### config.mk
export PLATFORM = sky130hd
export DESIGN_NAME = seven_segment_loop_monitor_flat
export DESIGN_NICKNAME = d
export VERILOG_FILES = /design/src/rtl/seven_segment_loop_monitor_if.sv /design/src/rtl/seven_segment_loop_monitor.sv /design/src/flat_wrapper.sv
export SDC_FILE = /design/constraint.sdc
export NUM_CORES = 1
export LEC_CHECK = 0
export ABC_AREA = 1
export CAP_MARGIN = 20
export CORE_MARGIN = 2
export CORE_UTILIZATION = 54
export DETAILED_ROUTE_END_ITERATION = 8
export GPL_ROUTABILITY_DRIVEN = 0
export PLACE_DENSITY_LB_ADDON = 0.08
export SYNTH_ARGS = -nofsm -noshare
export SYNTH_HDL_FRONTEND = slang
export SYNTH_SLANG_ARGS = --single-unit
### constraint.sdc
create_clock -name clk -period 2.3 [get_ports clk]
set_input_delay 0.23 -clock clk [delete_from_list [all_inputs] [get_ports clk]]
set_output_delay 0.23 -clock clk [all_outputs]
set_load 0.02 [all_outputs]
### src/rtl/seven_segment_loop_monitor_if.sv
// Segment bus under observation plus the monitor's decoded status.
// master drives samples; slave (the monitor) reports status.
interface seven_segment_loop_monitor_if #(
    parameter int SEG_W = 7,
    parameter int CNT_W = 8
);
    logic             sample_en;
    logic [SEG_W-1:0] seg_in;
    logic             clr;
    logic [2:0]       seg_index;
    logic             index_valid;
    logic             locked;
    logic [CNT_W-1:0] loop_count;
    logic             error;
    logic [1:0]       error_code;
    logic [CNT_W-1:0] error_count;

    modport master (
        output sample_en, seg_in, clr,
        input  seg_index, index_valid, locked, loop_count,
        input  error, error_code, error_count
    );

    modport slave (
        input  sample_en, seg_in, clr,
        output seg_index, index_valid, locked, loop_count,
        output error, error_code, error_count
    );
endinterface

### src/rtl/seven_segment_loop_monitor.sv
// Tracks a rotating one-hot segment pattern, counts loops and
// flags multi-hot, out-of-order and illegal blank samples.
module seven_segment_loop_monitor #(
    parameter int SEG_W       = 7,
    parameter int CNT_W       = 8,
    parameter bit ALLOW_BLANK = 1'b1
) (
    input  logic clk,
    input  logic rst,
    seven_segment_loop_monitor_if.slave bus
);

    localparam int OW = $clog2(SEG_W + 1);
    localparam logic [2:0] LAST = 3'(SEG_W - 1);

    typedef enum logic [1:0] {
        UNLOCKED = 2'd0,
        LOCKED   = 2'd1,
        GAP      = 2'd2
    } state_t;

    state_t     state, nxt_state;
    logic [2:0] expected, nxt_exp;
    logic [OW-1:0] ones;
    logic [2:0] idx;
    logic       onehot, blank, multi;
    logic       acc, err, loop_inc;
    logic [1:0] err_code;

    always_comb begin
        ones = '0;
        idx  = '0;
        for (int i = 0; i < SEG_W; i++) begin
            if (bus.seg_in[i]) begin
                ones = ones + OW'(1);
                idx  = 3'(i);
            end
        end
        onehot = (ones == OW'(1));
        blank  = (ones == '0);
        multi  = !onehot && !blank;
    end

    always_comb begin
        nxt_state = state;
        nxt_exp   = expected;
        acc       = 1'b0;
        err       = 1'b0;
        err_code  = 2'b00;
        loop_inc  = 1'b0;
        unique case (state)
            UNLOCKED: begin
                unique case (1'b1)
                    onehot: begin
                        acc = 1'b1;
                        if (idx == 3'd0) begin
                            nxt_state = LOCKED;
                            nxt_exp   = 3'd1;
                        end
                    end
                    blank: ;
                    multi: begin
                        err      = 1'b1;
                        err_code = 2'b01;
                    end
                endcase
            end
            LOCKED: begin
                unique case (1'b1)
                    onehot: begin
                        if (idx == expected) begin
                            acc      = 1'b1;
                            nxt_exp  = (expected == LAST) ? 3'd0 : expected + 3'd1;
                            loop_inc = (idx == LAST);
                        end else begin
                            err      = 1'b1;
                            err_code = 2'b10;
                            // a stray 0 restarts the rotation immediately
                            if (idx == 3'd0) begin
                                acc     = 1'b1;
                                nxt_exp = 3'd1;
                            end else begin
                                nxt_state = UNLOCKED;
                                nxt_exp   = 3'd0;
                            end
                        end
                    end
                    blank: begin
                        if (ALLOW_BLANK && expected == 3'd0) begin
                            nxt_state = GAP;
                        end else begin
                            err       = 1'b1;
                            err_code  = 2'b11;
                            nxt_state = UNLOCKED;
                            nxt_exp   = 3'd0;
                        end
                    end
                    multi: begin
                        err       = 1'b1;
                        err_code  = 2'b01;
                        nxt_state = UNLOCKED;
                        nxt_exp   = 3'd0;
                    end
                endcase
            end
            GAP: begin
                nxt_state = UNLOCKED;
                nxt_exp   = 3'd0;
                err       = 1'b1;
                unique case (1'b1)
                    onehot: begin
                        if (idx == 3'd0) begin
                            acc       = 1'b1;
                            err       = 1'b0;
                            nxt_state = LOCKED;
                            nxt_exp   = 3'd1;
                        end else begin
                            err_code = 2'b10;
                        end
                    end
                    blank: err_code = 2'b11;
                    multi: err_code = 2'b01;
                endcase
            end
            default: begin
                nxt_state = UNLOCKED;
                nxt_exp   = 3'd0;
            end
        endcase
    end

    always_ff @(posedge clk or negedge rst) begin
        if (!rst) begin
            state           <= UNLOCKED;
            expected        <= 3'd0;
            bus.seg_index   <= '0;
            bus.index_valid <= 1'b0;
            bus.locked      <= 1'b0;
            bus.error       <= 1'b0;
            bus.error_code  <= 2'b00;
        end else begin
            bus.index_valid <= 1'b0;
            bus.error       <= 1'b0;
            if (bus.sample_en) begin
                state      <= nxt_state;
                expected   <= nxt_exp;
                bus.locked <= (nxt_state != UNLOCKED);
                if (acc) begin
                    bus.seg_index   <= idx;
                    bus.index_valid <= 1'b1;
                end
                if (err) begin
                    bus.error      <= 1'b1;
                    bus.error_code <= err_code;
                end
            end
        end
    end

    always_ff @(posedge clk or negedge rst) begin
        if (!rst) begin
            bus.loop_count  <= '0;
            bus.error_count <= '0;
        end else if (bus.clr) begin
            bus.loop_count  <= '0;
            bus.error_count <= '0;
        end else if (bus.sample_en) begin
            if (loop_inc && !(&bus.loop_count))
                bus.loop_count <= bus.loop_count + CNT_W'(1);
            if (err && !(&bus.error_count))
                bus.error_count <= bus.error_count + CNT_W'(1);
        end
    end

endmodule

### src/flat_wrapper.sv
// flat-port wrapper written by rule: the top's interface ports become plain ports
module seven_segment_loop_monitor_flat 
#(
    parameter int SEG_W       = 7,
    parameter int CNT_W       = 8,
    parameter bit ALLOW_BLANK = 1'b1
)
  (clk, rst, bus_sample_en, bus_seg_in, bus_clr, bus_seg_index, bus_index_valid, bus_locked, bus_loop_count, bus_error, bus_error_code, bus_error_count);
  seven_segment_loop_monitor_if #(.SEG_W(SEG_W), .CNT_W(CNT_W)) bus_i ();
  input  logic clk;
  input  logic rst;
  input wire logic [$bits(bus_i.sample_en)-1:0] bus_sample_en;
  input wire logic [$bits(bus_i.seg_in)-1:0] bus_seg_in;
  input wire logic [$bits(bus_i.clr)-1:0] bus_clr;
  output wire logic [$bits(bus_i.seg_index)-1:0] bus_seg_index;
  output wire logic [$bits(bus_i.index_valid)-1:0] bus_index_valid;
  output wire logic [$bits(bus_i.locked)-1:0] bus_locked;
  output wire logic [$bits(bus_i.loop_count)-1:0] bus_loop_count;
  output wire logic [$bits(bus_i.error)-1:0] bus_error;
  output wire logic [$bits(bus_i.error_code)-1:0] bus_error_code;
  output wire logic [$bits(bus_i.error_count)-1:0] bus_error_count;
  assign bus_i.sample_en = bus_sample_en;
  assign bus_i.seg_in = bus_seg_in;
  assign bus_i.clr = bus_clr;
  assign bus_seg_index = bus_i.seg_index;
  assign bus_index_valid = bus_i.index_valid;
  assign bus_locked = bus_i.locked;
  assign bus_loop_count = bus_i.loop_count;
  assign bus_error = bus_i.error;
  assign bus_error_code = bus_i.error_code;
  assign bus_error_count = bus_i.error_count;
  seven_segment_loop_monitor #(.SEG_W(SEG_W), .CNT_W(CNT_W), .ALLOW_BLANK(ALLOW_BLANK)) u_core (.clk(clk), .rst(rst), .bus(bus_i));
endmodule
## Word-level counts from Yosys, hierarchy flattened

Cells that the tools add are included.

| word-level totals | value |
|---|---|
| memories | 0 |
| register bits after elaboration | 29 |
| ROM bits | 0 |
| input port bits | 11 |
| bits in latches | 0 |
| RAM bits | 0 |
| logic and storage cells | 113 |

| operators by class | value |
|---|---|
| mux-type cells | 64 |
| $lt $le $gt $ge | 0 |
| multipliers | 0 |
| equal/unequal tests | 9 |
| bitwise logic cells | 0 |
| div/mod/pow operators | 0 |
| reductions and logical operators | 22 |
| add/subtract/negate cells | 9 |
| shifts and indexed selects | 0 |

Operators by type and width:

| cell | count |
|---|---|
| $mux W3 | 16 |
| $mux W8 | 6 |
| $pmux W2 S3 | 5 |
| $mux W1 | 23 |
| $add A3 B1 Y3 const B | 6 |
| $mux W2 | 9 |
| $pmux W3 S3 | 2 |
| $add A8 B1 Y8 const B | 2 |
| $reduce_and A8 Y1 | 2 |
| $logic_not A3 Y1 | 3 |
| $pmux W1 S3 | 3 |
| $reduce_and A2 Y1 | 4 |
| $reduce_bool A2 Y1 | 4 |
| $eq A3 B3 Y1 const B | 2 |
| $logic_not A1 Y1 | 4 |
| $ne A2 B1 Y1 const B | 2 |
| $reduce_and A4 Y1 | 1 |
| $eq A3 B1 Y1 const B | 1 |
| $eq A3 B3 Y1 | 1 |
| $logic_and A1 B1 Y1 | 3 |
| $ne A3 B3 Y1 const B | 1 |
| $add A1 B1 Y2 const B | 1 |
| $eq A2 B1 Y1 const B | 1 |
| $eq A2 B2 Y1 const B | 1 |
| $logic_not A2 Y1 | 1 |

## Depth between registers and ports, before layout

Gate-level depths: netlist of the first run.

| logic depth | value |
|---|---|
| word-level depth | 22 |
| mapped depth | 32 |
| gate-level depth less buffers | 32 |

## Worst setup path after synthesis of the first run

OpenSTA, ideal clock, no wires.

| path | value |
|---|---|
| kind | input-to-reg |
| start | input port bus_seg_in[0] |
| end | register u_core.bus.error_count[4] |
| setup slack | -1,619 ps |
| stages on the path | 31 |
| data required time | 2,183 ps |
| setup time | 117 ps |
| arrival | 3,802 ps |
| buffers on the path | 0 |
| cells stage by stage | inv_1 > ha_1 > inv_1 > nand2_1 > nand2_1 > inv_1 > ha_1 > or2_1 > nand2_1 > inv_1 > ha_1 > nand2_1 > nand2_1 > ha_1 > or2_2 > nand2_1 > inv_1 > ha_1 > nand2_1 > nand3b_4 > nand3_1 > nand2_2 > nand2_4 > nor2_8 > nand3_4 > a21oi_2 > nand2_2 > nand3_4 > nand2_4 > nand2_1 > nand2_1 |

| between the ends | value |
|---|---|
| word-level cells in the longest chain between the ends | 21 |
| elaborated cells on any way between the ends | 25 |
| those cells by class | add/sub (6); eq/ne (1); mux (11); reduce/logical (7) |

RTL lines:

| element | line | RTL |
|---|---|---|
| start: declaration | flat_wrapper.sv:13 | `input wire logic [$bits(bus_i.seg_in)-1:0] bus_seg_in;` |
| $mux W1 * | seven_segment_loop_monitor.sv:34 | `if (bus.seg_in[i]) begin` |
| $add A1 B1 Y2 | seven_segment_loop_monitor.sv:35 | `ones = ones + OW'(1);` |
| $mux W3 * | seven_segment_loop_monitor.sv:34 |  |
| $add A3 B1 Y3 | seven_segment_loop_monitor.sv:35 |  |
| $mux W3 * | seven_segment_loop_monitor.sv:34 |  |
| $add A3 B1 Y3 | seven_segment_loop_monitor.sv:35 |  |
| $mux W3 * | seven_segment_loop_monitor.sv:34 |  |
| $add A3 B1 Y3 | seven_segment_loop_monitor.sv:35 |  |
| (+5 left out) | -- |  |
| $eq A3 B1 Y1 / $logic_not A3 Y1 (equally long branches) | seven_segment_loop_monitor.sv:39, seven_segment_loop_monitor.sv:40 |  |
| $logic_not A1 Y1 | seven_segment_loop_monitor.sv:41 | `multi = !onehot && !blank;` |
| $logic_and A1 B1 Y1 | seven_segment_loop_monitor.sv:41 |  |
| $pmux W1 S3 / $mux W1 (equally long branches) | seven_segment_loop_monitor.sv:69, seven_segment_loop_monitor.sv:53 |  |
| $pmux W1 S3 * | seven_segment_loop_monitor.sv:51 | `unique case (state)` |
| $logic_and A1 B1 Y1 * | seven_segment_loop_monitor.sv:170 | `if (err && !(&bus.error_count))` |
| $reduce_bool A2 Y1 (no source line) * | -- |  |
| $reduce_and A2 Y1 (no source line) * | -- |  |
| end signal: assignment | seven_segment_loop_monitor.sv:171 | `bus.error_count <= bus.error_count + CNT_W'(1);` |
| end: declaration | seven_segment_loop_monitor_if.sv:27 | `output error, error_code, error_count` |

Every way passes the cells marked *; elsewhere a longest branch is shown, timed or not.
A chain may end at the register's enable or synchronous reset.

## Worst setup path in the final report of the first run

| path | value |
|---|---|
| start | input port bus_seg_in[1] |
| end | register u_core.bus.loop_count[3] |

| between the ends | value |
|---|---|
| word-level cells in the longest chain between the ends | 17 |
| elaborated cells on any way between the ends | 26 |
| those cells by class | add/sub (5); eq/ne (3); mux (15); reduce/logical (3) |

RTL lines:

| element | line | RTL |
|---|---|---|
| $mux W3 | seven_segment_loop_monitor.sv:34 |  |
| $add A3 B1 Y3 | seven_segment_loop_monitor.sv:35 |  |
| $mux W3 | seven_segment_loop_monitor.sv:34 |  |
| $add A3 B1 Y3 | seven_segment_loop_monitor.sv:35 |  |
| $mux W3 | seven_segment_loop_monitor.sv:34 |  |
| $add A3 B1 Y3 | seven_segment_loop_monitor.sv:35 |  |
| $mux W3 | seven_segment_loop_monitor.sv:34 |  |
| $add A3 B1 Y3 | seven_segment_loop_monitor.sv:35 |  |
| $mux W3 | seven_segment_loop_monitor.sv:34 |  |
| $add A3 B1 Y3 | seven_segment_loop_monitor.sv:35 |  |
| $mux W3 | seven_segment_loop_monitor.sv:34 |  |
| $eq A3 B1 Y1 | seven_segment_loop_monitor.sv:39 | `onehot = (ones == OW'(1));` |
| $mux W1 * | seven_segment_loop_monitor.sv:69 | `unique case (1'b1)` |
| $mux W1 * | seven_segment_loop_monitor.sv:51 |  |
| $logic_and A1 B1 Y1 * | seven_segment_loop_monitor.sv:168 | `if (loop_inc && !(&bus.loop_count))` |
| $reduce_bool A2 Y1 (no source line) * | -- |  |
| $reduce_and A2 Y1 (no source line) * | -- |  |
| end signal: assignment | seven_segment_loop_monitor.sv:169 | `bus.loop_count <= bus.loop_count + CNT_W'(1);` |
| end: declaration | seven_segment_loop_monitor_if.sv:26 | `output seg_index, index_valid, locked, loop_count,` |

Marks and branches as above.

==> results of run 1 <==
path summary, 6_finish.rpt:
check                      cells after the start                   endpoint  slack, ns                startpoint
min in group clk                               2    u_core.bus.seg_index[2]       0.47   u_core.bus.seg_index[2]
setup / recovery                              31   u_core.bus.loop_count[3]      -1.33             bus_seg_in[1]
hold reg to reg                                2    u_core.bus.seg_index[2]       0.47   u_core.bus.seg_index[2]
max in group asynchronous                      2  u_core.bus.error_count[0]       1.70                       rst
hold / removal                                 2    u_core.bus.seg_index[2]       0.32                       rst
setup reg to reg                              10   u_core.bus.loop_count[3]       0.39  u_core.bus.loop_count[0]
worst max-delay path, delay by kind of cell:
family	cells	cell delay, ns
AOI/OAI and AO/OA	2	0.31
adders and majority gates	5	1.09
buffers and inverters	8	0.56
and+or+nand+nor	16	1.65
logic make-up after synthesis:
| group | count (synthesis) | synth area share, % |
|---|---|---|
| AND/OR/NAND/NOR | 191 | 43.51 |
| buffers and inverters | 46 | 8.296 |
| flip-flops | 29 | 32.73 |
| AO/OA/AOI/OAI | 26 | 7.393 |
| XOR/XNOR | 9 | 3.556 |
| adder cells (fa/ha/maj) | 8 | 4.515 |
sequential cells by signal (all words and copies together), names as in the netlist:
| register | flops |
|---|---|
| u_core.bus.error | 1 |
| u_core.bus.error_code | 2 |
| u_core.bus.error_count | 8 |
| u_core.bus.index_valid | 1 |
| u_core.bus.locked | 1 |
| u_core.bus.loop_count | 8 |
| u_core.bus.seg_index | 3 |
| u_core.expected | 3 |
| u_core.state | 2 |
power groups by stage:
stage / Clock (mW) / Sequential, mW / Combinational, mW
2_1_floorplan: 0 / 0.709 / 0.362
4_1_cts: 0.573 / 0.638 / 0.782
3_3_place_gp: 0 / 0.644 / 0.734
5_1_grt: 0.594 / 0.649 / 0.943
3_5_place_dp: 0 / 0.645 / 0.751
6_report: 0.569 / 0.640 / 0.874
cell type report:
cell class,instances,area [sq um]
Multi-Input combinational cell,234,1519
Timing Repair Buffer,85,765.7
Sequential cell,29,725.7
Fill cell,240,609.3
Inverter,42,172.7
Clock buffer,7,86.33
Tap cell,50,62.56
Clock inverter,1,30.03
what timing repair did:
item | 4_1_cts | 5_1_grt
endpoints found under the hold margin | 0 | 0
pin swaps | 23 | 28
resized for setup | 18 | 40
setup buffers | 7 | 3
setup endpoints to repair | 29 | 29
routing by layer:
layer  up-vias  track usage [%]
met5         -                0
met3        10            5.263
li1       1175                -
met1      1102            33.02
met4         0            10.75
met2        55            46.24
cell usage after synthesis, drive strengths merged (3+ instances only):
library cell / count / area share [%]
nor2: 29 / 6.0
clkbuf: 3 / 0.68
nand2: 96 / 18
o21ai: 19 / 4.8
nor3: 5 / 1.1
inv: 42 / 7.1
xor2: 6 / 2.4
ha: 8 / 4.5
xnor2: 3 / 1.2
dfrtp: 29 / 33
a21oi: 4 / 1.1
nand3: 52 / 14
through the flow:
| stage | cells | instance area [sq um] | hold WS (ns) | TNS, ns |
|---|---|---|---|---|
| 2_1_floorplan | 309 | 2272 | -0.06559 | -34.70 |
| 3_3_place_gp | 432 | 2997 | 0.4534 | -55.62 |
| 3_5_place_dp | 432 | 2997 | 0.4594 | -59.12 |
| 4_1_cts | 447 | 3187 | 0.3336 | -42.27 |
| 5_1_grt | 448 | 3362 | 0.3490 | -40.65 |
| 6_report | 448 | 3362 | 0.3161 | -36.44 |
==> results.json, run 1 <==
{
  "pin_count": 35,
  "fp.dieArea_sq_mm": 0.004634,
  "synth-edff-count": 0,
  "met3_wirelength_um": 276,
  "p_leak_nw": 1.642,
  "synth_seq_cells": 29,
  "track_usage_pct": 26.92,
  "cp_max_fo": 6,
  "fin_crit_ns": 3.633,
  "cts_tree": "yes",
  "violations": "negative setup slack",
  "syn_inst": 309,
  "worstMarginPinSlew_ns": 0.5326,
  "p_seq_share_pct": 30.7,
  "design_power_total_mw": 2.083,
  "dr.pass1.iters": 4,
  "worstHoldPathType": "in2async",
  "clock-root-buffer": "clkbuf_8",
  "wl_um": 6465,
  "worstSetupPathType": "in2reg",
  "viasPerCell": 5.228,
  "start_kind": "input pin",
  "n_antenna_cell": 0,
  "setup_ws_ns": -1.333,
  "hold_buffers": 0,
  "htree_levels": 2,
  "p_per_area_mw_per_mm2": 619.5,
  "clkLatencyLatePin_ns": 0.29,
  "port_buffers": 34,
  "antenna_found_initial": 0,
  "yosysWarnings": 0,
  "drt_iter0_markers": 137,
  "ant_nets": 0,
  "final_nets": 416,
  "clk_pin_slew_ns": 0.07,
  "slew-limit-headroom_pct": 64.22,
  "grt_pass1_vias": 2192,
  "intPower_mw": 1.330,
  "grt_first_pass_wirelength_um": 9321,
  "chipHeight_um": 68.08,
  "fin_util_pct": 84.66,
  "ys.flop_type": "dfrtp_1",
  "die_w_um": 68.08,
  "max_freq_ghz": 0.2753,
  "netlist_area_sq_mm": 0.002217,
  "grt_max_degree": 30,
  "synth-seq-area-share_pct": 32.73,
  "clock-sinks": 29,
  "core_area_sq_mm": 0.003971,
  "async_reset_ff_share_pct": 100.0,
  "setup_violations": 29,
  "mostFrequentLayoutCell": "nand2_1",
  "status": "finished, violations left",
  "dp_hpwl_um": 3983,
  "peakVddDrop_mv": 0.4271,
  "critPathMaxStageDelay_ns": 0.27,
  "rsz0062_at_grt": "yes",
  "switchingPower_uw": 752.7,
  "netlist-cell-type-count": 33,
  "crit_required_ns": 2.52,
  "critPathSlowestCell": "ha_4",
  "final_cell_mix": "70 x nand2_1, 47 x buf_4, 40 x nand3_1",
  "cp-end-kind": "flip-flop",
  "drcViolationCount": 0,
  "initial_core_util_pct": 55.83,
  "hold_violations": 0,
  "maxCapViolCount": 0,
  "cts.path.max_buffers": 2,
  "vias": 2342,
  "core.rowCount": 23,
  "grt_overflow_total": 0,
  "highest_layer": "met4",
  "drive_above_1_share_pct": 32.66,
  "synth_nets": 328,
  "fin_worst_skew_ns": 0.009865,
  "routedWlPerCell_um": 14.43,
  "wl_met1_um": 2720,
  "pwr-share-clk_pct": 27.3,
  "maxSlewViolCount": 0,
  "pwr-share-comb_pct": 41.9,
  "p_sw_share_pct": 36.14,
  "avgSynthCellArea_sq_um": 7.175,
  "cts_buffers": 5,
  "wl_met2_um": 3333,
  "area_growth_pct": 51.64,
  "cp.arrival_ns": 3.86,
  "period_share_pct": 158.0,
  "dp_slack_ns": -2.116
}
No activity file was read; power rests on OpenSTA's default activity.
==> inputs of run 2 (changes only) <==
--- a/config.mk
+++ b/config.mk
@@ -6,7 +6,6 @@
 export NUM_CORES = 1
 export LEC_CHECK = 0
 export ABC_AREA = 1
-export CAP_MARGIN = 20
 export CORE_MARGIN = 2
 export CORE_UTILIZATION = 54
 export DETAILED_ROUTE_END_ITERATION = 8
==> constraint.sdc (replaced) <==
create_clock -name clk -period 3.9 [get_ports clk]
set_input_delay 0.39 -clock clk [delete_from_list [all_inputs] [get_ports clk]]
set_output_delay 0.39 -clock clk [all_outputs]
set_load 0.02 [all_outputs]
==> results.json, run 2 (synthesis gave the netlist of run 1 again) <==
{
  "reg2reg_from": "u_core.state[0]",
  "peakVddDrop_mv": 0.2664,
  "port_buffers": 34,
  "p_seq_share_pct": 33.2,
  "start_kind": "input pin",
  "dp_hpwl_um": 3806,
  "cts.path.max_buffers": 2,
  "clk_pin_slew_ns": 0.07,
  "maxSlewViolCount": 0,
  "hold_buffers": 0,
  "critPathMaxStageDelay_ns": 0.29,
  "final_nets": 403,
  "final_cell_mix": "70 x nand2_1, 37 x nand3_1, 35 x buf_4",
  "viasPerCell": 5.239,
  "track_usage_pct": 25.69,
  "cts_buffers": 5,
  "min_delay_path_depth": 2,
  "htree_levels": 2,
  "pwr-share-clk_pct": 22.3,
  "reg.largest.list": "u_core.bus.error_count x8, u_core.bus.loop_count x8",
  "holdCritStartpoint": "u_core.bus.seg_index[2]",
  "worstHoldPathType": "reg2reg",
  "rsz0062_at_grt": "yes",
  "period_share_pct": 100.9,
  "pin_count": 35,
  "cts_tree": "yes",
  "worstReg2RegEnd": "u_core.bus.loop_count[2]",
  "clock-sinks": 29,
  "worstMarginPinSlew_ns": 1.105,
  "worstSetupPathType": "in2reg",
  "path_buf_inv": 6,
  "drt_iter0_markers": 90,
  "r2r_cells": 9,
  "rrSetupSlack_ns": 1.84,
  "initial_core_util_pct": 55.83,
  "setup_violations": 2,
  "n_antenna_cell": 0,
  "dr.pass1.iters": 4,
  "grt_pass1_vias": 2055,
  "cp_max_fo": 8,
  "p_per_area_mw_per_mm2": 358.9,
  "cp.arrival_ns": 4.11,
  "mostFrequentLayoutCell": "nand2_1",
  "fin_crit_ns": 3.935,
  "status": "finished, violations left",
  "maxCapViolCount": 0,
  "pwr-share-comb_pct": 44.5,
  "drive_above_1_share_pct": 29.61,
  "fin_hold_ws_ns": 0.4878,
  "fin_util_pct": 79.87,
  "worst_hold_path.endpoint": "u_core.bus.seg_index[2]",
  "vias": 2279,
  "p_leak_nw": 1.560,
  "max_freq_ghz": 0.2541,
  "fp.dieArea_sq_mm": 0.004634,
  "slew-limit-headroom_pct": 26.12,
  "area_growth_pct": 43.06,
  "switchingPower_uw": 439.9,
  "wl_um": 6039,
  "grt_overflow_total": 0,
  "setup_ws_ns": -0.03524,
  "critPathSlowestCell": "ha_1",
  "antenna_found_initial": 0,
  "p_sw_share_pct": 38.64,
  "chipHeight_um": 68.08,
  "ant_nets": 0,
  "violations": "negative setup slack",
  "crit_family": "simple AND/OR/NAND/NOR gates",
  "routedWlPerCell_um": 13.88,
  "hold_violations": 0,
  "grt_max_degree": 25,
  "core_area_sq_mm": 0.003971,
  "crit_required_ns": 4.08,
  "grt_first_pass_wirelength_um": 8845,
  "drcViolationCount": 0,
  "fin_worst_skew_ns": 0.01618,
  "cp-end-kind": "flip-flop",
  "core.rowCount": 23,
  "die_w_um": 68.08,
  "clkLatencyLatePin_ns": 0.30,
  "intPower_uw": 698.5,
  "startpoint": "bus_seg_in[0]",
  "clock-root-buffer": "clkbuf_8"
}
run 2: changes by cell type in the layout (fill, tap and decap cells not counted), sizes merged:
cell / previous run / this run
clkinv: 0 / 2
clkdlybuf4s15: 0 / 1
nand3: 52 / 53
buf: 53 / 39
dlygate4sd2: 1 / 0
clkinvlp: 0 / 1
bufinv: 1 / 0
clkbuf: 7 / 5
run 2: stage by stage:
stage | power, mW | cells | instance area, sq um | setup WS (ns) | TNS (ns)
4_1_cts | 1.086 | 432 | 2997 | 0.005544 | 0
6_report | 1.138 | 435 | 3172 | -0.03524 | -0.03924
2_1_floorplan | 0.6254 | 309 | 2240 | 0.03485 | 0
5_1_grt | 1.203 | 435 | 3172 | -0.1803 | -2.349
3_3_place_gp | 0.7854 | 412 | 2801 | -0.6031 | -14.79
3_5_place_dp | 0.7918 | 412 | 2801 | -0.7086 | -17.51
run 2: timing repair:
item,4_1_cts,5_1_grt
gates cloned,1,0
buffers inserted,11,3
endpoints found under the setup margin,29,29
pin swaps,16,19
resized for setup,18,37
run 2: area by class of cell:
class                           count  area [sq um]
Clock buffer                        5         68.82
Inverter                           42         162.7
Multi-Input combinational cell    235          1490
Sequential cell                    29         725.7
Clock inverter                      3         17.52
Fill cell                         282         799.5
Tap cell                           50         62.56
Timing Repair Buffer               71         644.4
run 2: power groups by stage:
stage                     clock [mW]  sequential (mW)  combinational (mW)
final                          0.254            0.378               0.506
after CTS                      0.259            0.376               0.452
after global routing           0.270            0.385               0.548
after detailed placement           0            0.381               0.410
after global placement             0            0.381               0.405
after floorplan                    0            0.418               0.207
run 2: metal layers:
layer | track usage [%] | up-vias | wire [um]
met5 | 0 | - | 0
met4 | 9.000 | 0 | 99
met3 | 5.263 | 11 | 255
met2 | 44.17 | 54 | 3076
met1 | 31.82 | 1061 | 2607
li1 | - | 1153 | -
run 2: worst max path at each step:
stage / endpoint / slack, ns / depth (start not counted)
2_1_floorplan: u_core.bus.error_count[4] / 0.03 / 31
3_3_place_gp: u_core.bus.error_count[4] / -0.60 / 32
3_5_place_dp: u_core.bus.error_count[6] / -0.71 / 31
4_1_cts: u_core.bus.error_count[6] / 0.006 / 32
5_1_grt: u_core.bus.error_count[2] / -0.18 / 32
6_report: u_core.bus.error_count[2] / -0.04 / 32
run 2: worst min-delay path: stages (launching register included):
cell and delay, ns:
dfrtp_1 0.36, nand2_2 0.05, nand2_1 0.04
==> inputs of run 3 (changes only) <==
--- a/config.mk
+++ b/config.mk
@@ -7,10 +7,11 @@
 export LEC_CHECK = 0
 export ABC_AREA = 1
 export CORE_MARGIN = 2
-export CORE_UTILIZATION = 54
+export CORE_UTILIZATION = 49
 export DETAILED_ROUTE_END_ITERATION = 8
 export GPL_ROUTABILITY_DRIVEN = 0
-export PLACE_DENSITY_LB_ADDON = 0.08
+export PLACE_DENSITY = 0.74
+export SLEW_MARGIN = 20
 export SYNTH_ARGS = -nofsm -noshare
 export SYNTH_HDL_FRONTEND = slang
 export SYNTH_SLANG_ARGS = --single-unit
==> results.json, run 3 (synthesis gave the netlist of run 1 again) <==
{
  "routedWlPerCell_um": 12.95,
  "cts_buffers": 5,
  "initial_core_util_pct": 50.92,
  "setup_ws_ns": -0.01894,
  "reg.largest.list": "u_core.bus.error_count x8, u_core.bus.loop_count x8",
  "grt_max_degree": 30,
  "reg2reg_from": "u_core.state[0]",
  "cts_tree": "yes",
  "clkLatencyLatePin_ns": 0.28,
  "slew-limit-headroom_pct": 60.74,
  "drive_above_1_share_pct": 29.16,
  "cp_max_fo": 8,
  "path_buf_inv": 6,
  "drcViolationCount": 0,
  "final_cell_mix": "73 x nand2_1, 41 x nand3_1, 40 x buf_4",
  "cp-end-kind": "flip-flop",
  "htree_levels": 2,
  "switchingPower_uw": 413.0,
  "r2r_cells": 10,
  "hold_violations": 0,
  "p_per_area_mw_per_mm2": 370.1,
  "antenna_found_initial": 0,
  "port_buffers": 34,
  "fin_worst_skew_ns": 0.007328,
  "fin_hold_ws_ns": 0.4733,
  "worstReg2RegEnd": "u_core.bus.loop_count[3]",
  "final_nets": 409,
  "p_leak_nw": 1.593,
  "cp.arrival_ns": 4.09,
  "period_share_pct": 100.5,
  "grt_overflow_total": 0,
  "crit_required_ns": 4.07,
  "critPathMaxStageDelay_ns": 0.28,
  "core_area_sq_mm": 0.004354,
  "clock-root-buffer": "clkbuf_8",
  "worstSetupPathType": "in2reg",
  "pwr-share-clk_pct": 27.2,
  "clock-sinks": 29,
  "rrSetupSlack_ns": 1.80,
  "worstHoldPathType": "reg2reg",
  "ant_nets": 0,
  "track_usage_pct": 21.88,
  "grt_first_pass_wirelength_um": 8728,
  "viasPerCell": 5.158,
  "wl_um": 5737,
  "chipHeight_um": 71.27,
  "start_kind": "input pin",
  "die_w_um": 71.27,
  "setup_tns_ns": -0.06977,
  "area_growth_pct": 45.26,
  "vias": 2285,
  "p_sw_share_pct": 34.65,
  "core.rowCount": 24,
  "violations": "negative setup slack",
  "peakVddDrop_mv": 0.2478,
  "rsz0062_at_grt": "yes",
  "clk_pin_slew_ns": 0.06,
  "cp_num_cells": 33,
  "grt_pass1_vias": 2022,
  "fp.dieArea_sq_mm": 0.005079,
  "p_seq_share_pct": 31.4,
  "fin_crit_ns": 3.919,
  "intPower_uw": 779.1,
  "maxSlewViolCount": 0,
  "maxCapViolCount": 0,
  "n_antenna_cell": 0,
  "cts.path.max_buffers": 2,
  "crit_family": "simple AND/OR/NAND/NOR gates",
  "cpMostUsedCell": "nand2_2",
  "max_freq_ghz": 0.2552,
  "worstMarginPinSlew_ns": 0.5844,
  "mostFrequentLayoutCell": "nand2_1",
  "drt_iter0_markers": 112,
  "status": "finished, violations left",
  "startpoint": "bus_seg_in[1]",
  "dp_hpwl_um": 3868,
  "critPathSlowestCell": "ha_1",
  "setup_violations": 7,
  "pin_count": 35,
  "cp-endpoint": "u_core.bus.error_count[4]",
  "dr.pass1.iters": 7,
  "pwr-share-comb_pct": 41.4
}
run 3: cell types whose count changed in the layout (fill, tap and decap cells not counted), moves of 2 or more:
cell,change
buf_6,+2
nand3_2,-4
clkinv_2,-2
nand2_1,+3
nand2_2,-4
nand3_1,+4
nand2_4,+2
buf_4,+5
a21oi_2,+2
run 3: power by group through the flow:
stage	clock [mW]	combinational, mW	sequential (mW)
after floorplan	0	0.207	0.418
after global placement	0	0.408	0.379
after detailed placement	0	0.416	0.379
after CTS	0.336	0.444	0.374
after global routing	0.348	0.538	0.381
final	0.324	0.494	0.374
run 3: cell type report:
cell class / instances / area [sq um]
repair buffers: 78 / 709.4
well taps: 52 / 65.06
fillers: 322 / 1134
inverters: 42 / 165.2
multi-input cells: 234 / 1439
clock buffers: 7 / 86.33
clock inverters: 1 / 30.03
flip-flops and latches: 29 / 725.7
run 3: metrics by stage:
stage / worst slack (ns) / utilization, % / cells / cell area, sq um / total power, mW
floorplan: 0.03485 / - / 309 / 2240 / 0.6254
global placement: -0.6382 / 64.91 / 417 / 2826 / 0.7869
detailed placement: -0.7131 / 64.91 / 417 / 2826 / 0.7956
CTS: 0.0007740 / 69.22 / 435 / 3014 / 1.154
global route: -0.2037 / 73.97 / 443 / 3221 / 1.266
finish: -0.01894 / 73.97 / 443 / 3221 / 1.192
run 3: worst min-delay path: stages, from the launching register on:
cell and delay (ns):
dfrtp_1 0.34, nand2_1 0.05, nand2_1 0.05
run 3: worst min-delay path by stage:
stage / from / endpoint / slack, ns / cells past startpoint
2_1_floorplan: rst / u_core.bus.error / 0.09 / 0
3_3_place_gp: u_core.bus.seg_index[1] / u_core.bus.seg_index[1] / 0.46 / 2
3_5_place_dp: u_core.bus.seg_index[1] / u_core.bus.seg_index[1] / 0.47 / 2
4_1_cts: rst / u_core.bus.seg_index[1] / 0.48 / 2
5_1_grt: rst / u_core.bus.loop_count[2] / 0.51 / 2
6_report: u_core.bus.error_code[0] / u_core.bus.error_code[0] / 0.47 / 2
run 3: what timing repair did:
| item | 4_1_cts | 5_1_grt |
|---|---|---|
| pin swaps | 17 | 17 |
| gates resized for setup | 14 | 35 |
| endpoints found under the setup margin | 29 | 29 |
| setup buffers | 10 | 8 |
| hold buffers | 0 | 0 |
run 3: per-layer routing:
layer	vias to the layer above	GRT usage [%]	share of wire, %
li1	1156	-	-
met1	1063	29.28	46
met2	58	34.67	48
met3	8	4.923	4.2
met4	0	8.386	0.99
met5	-	0	0
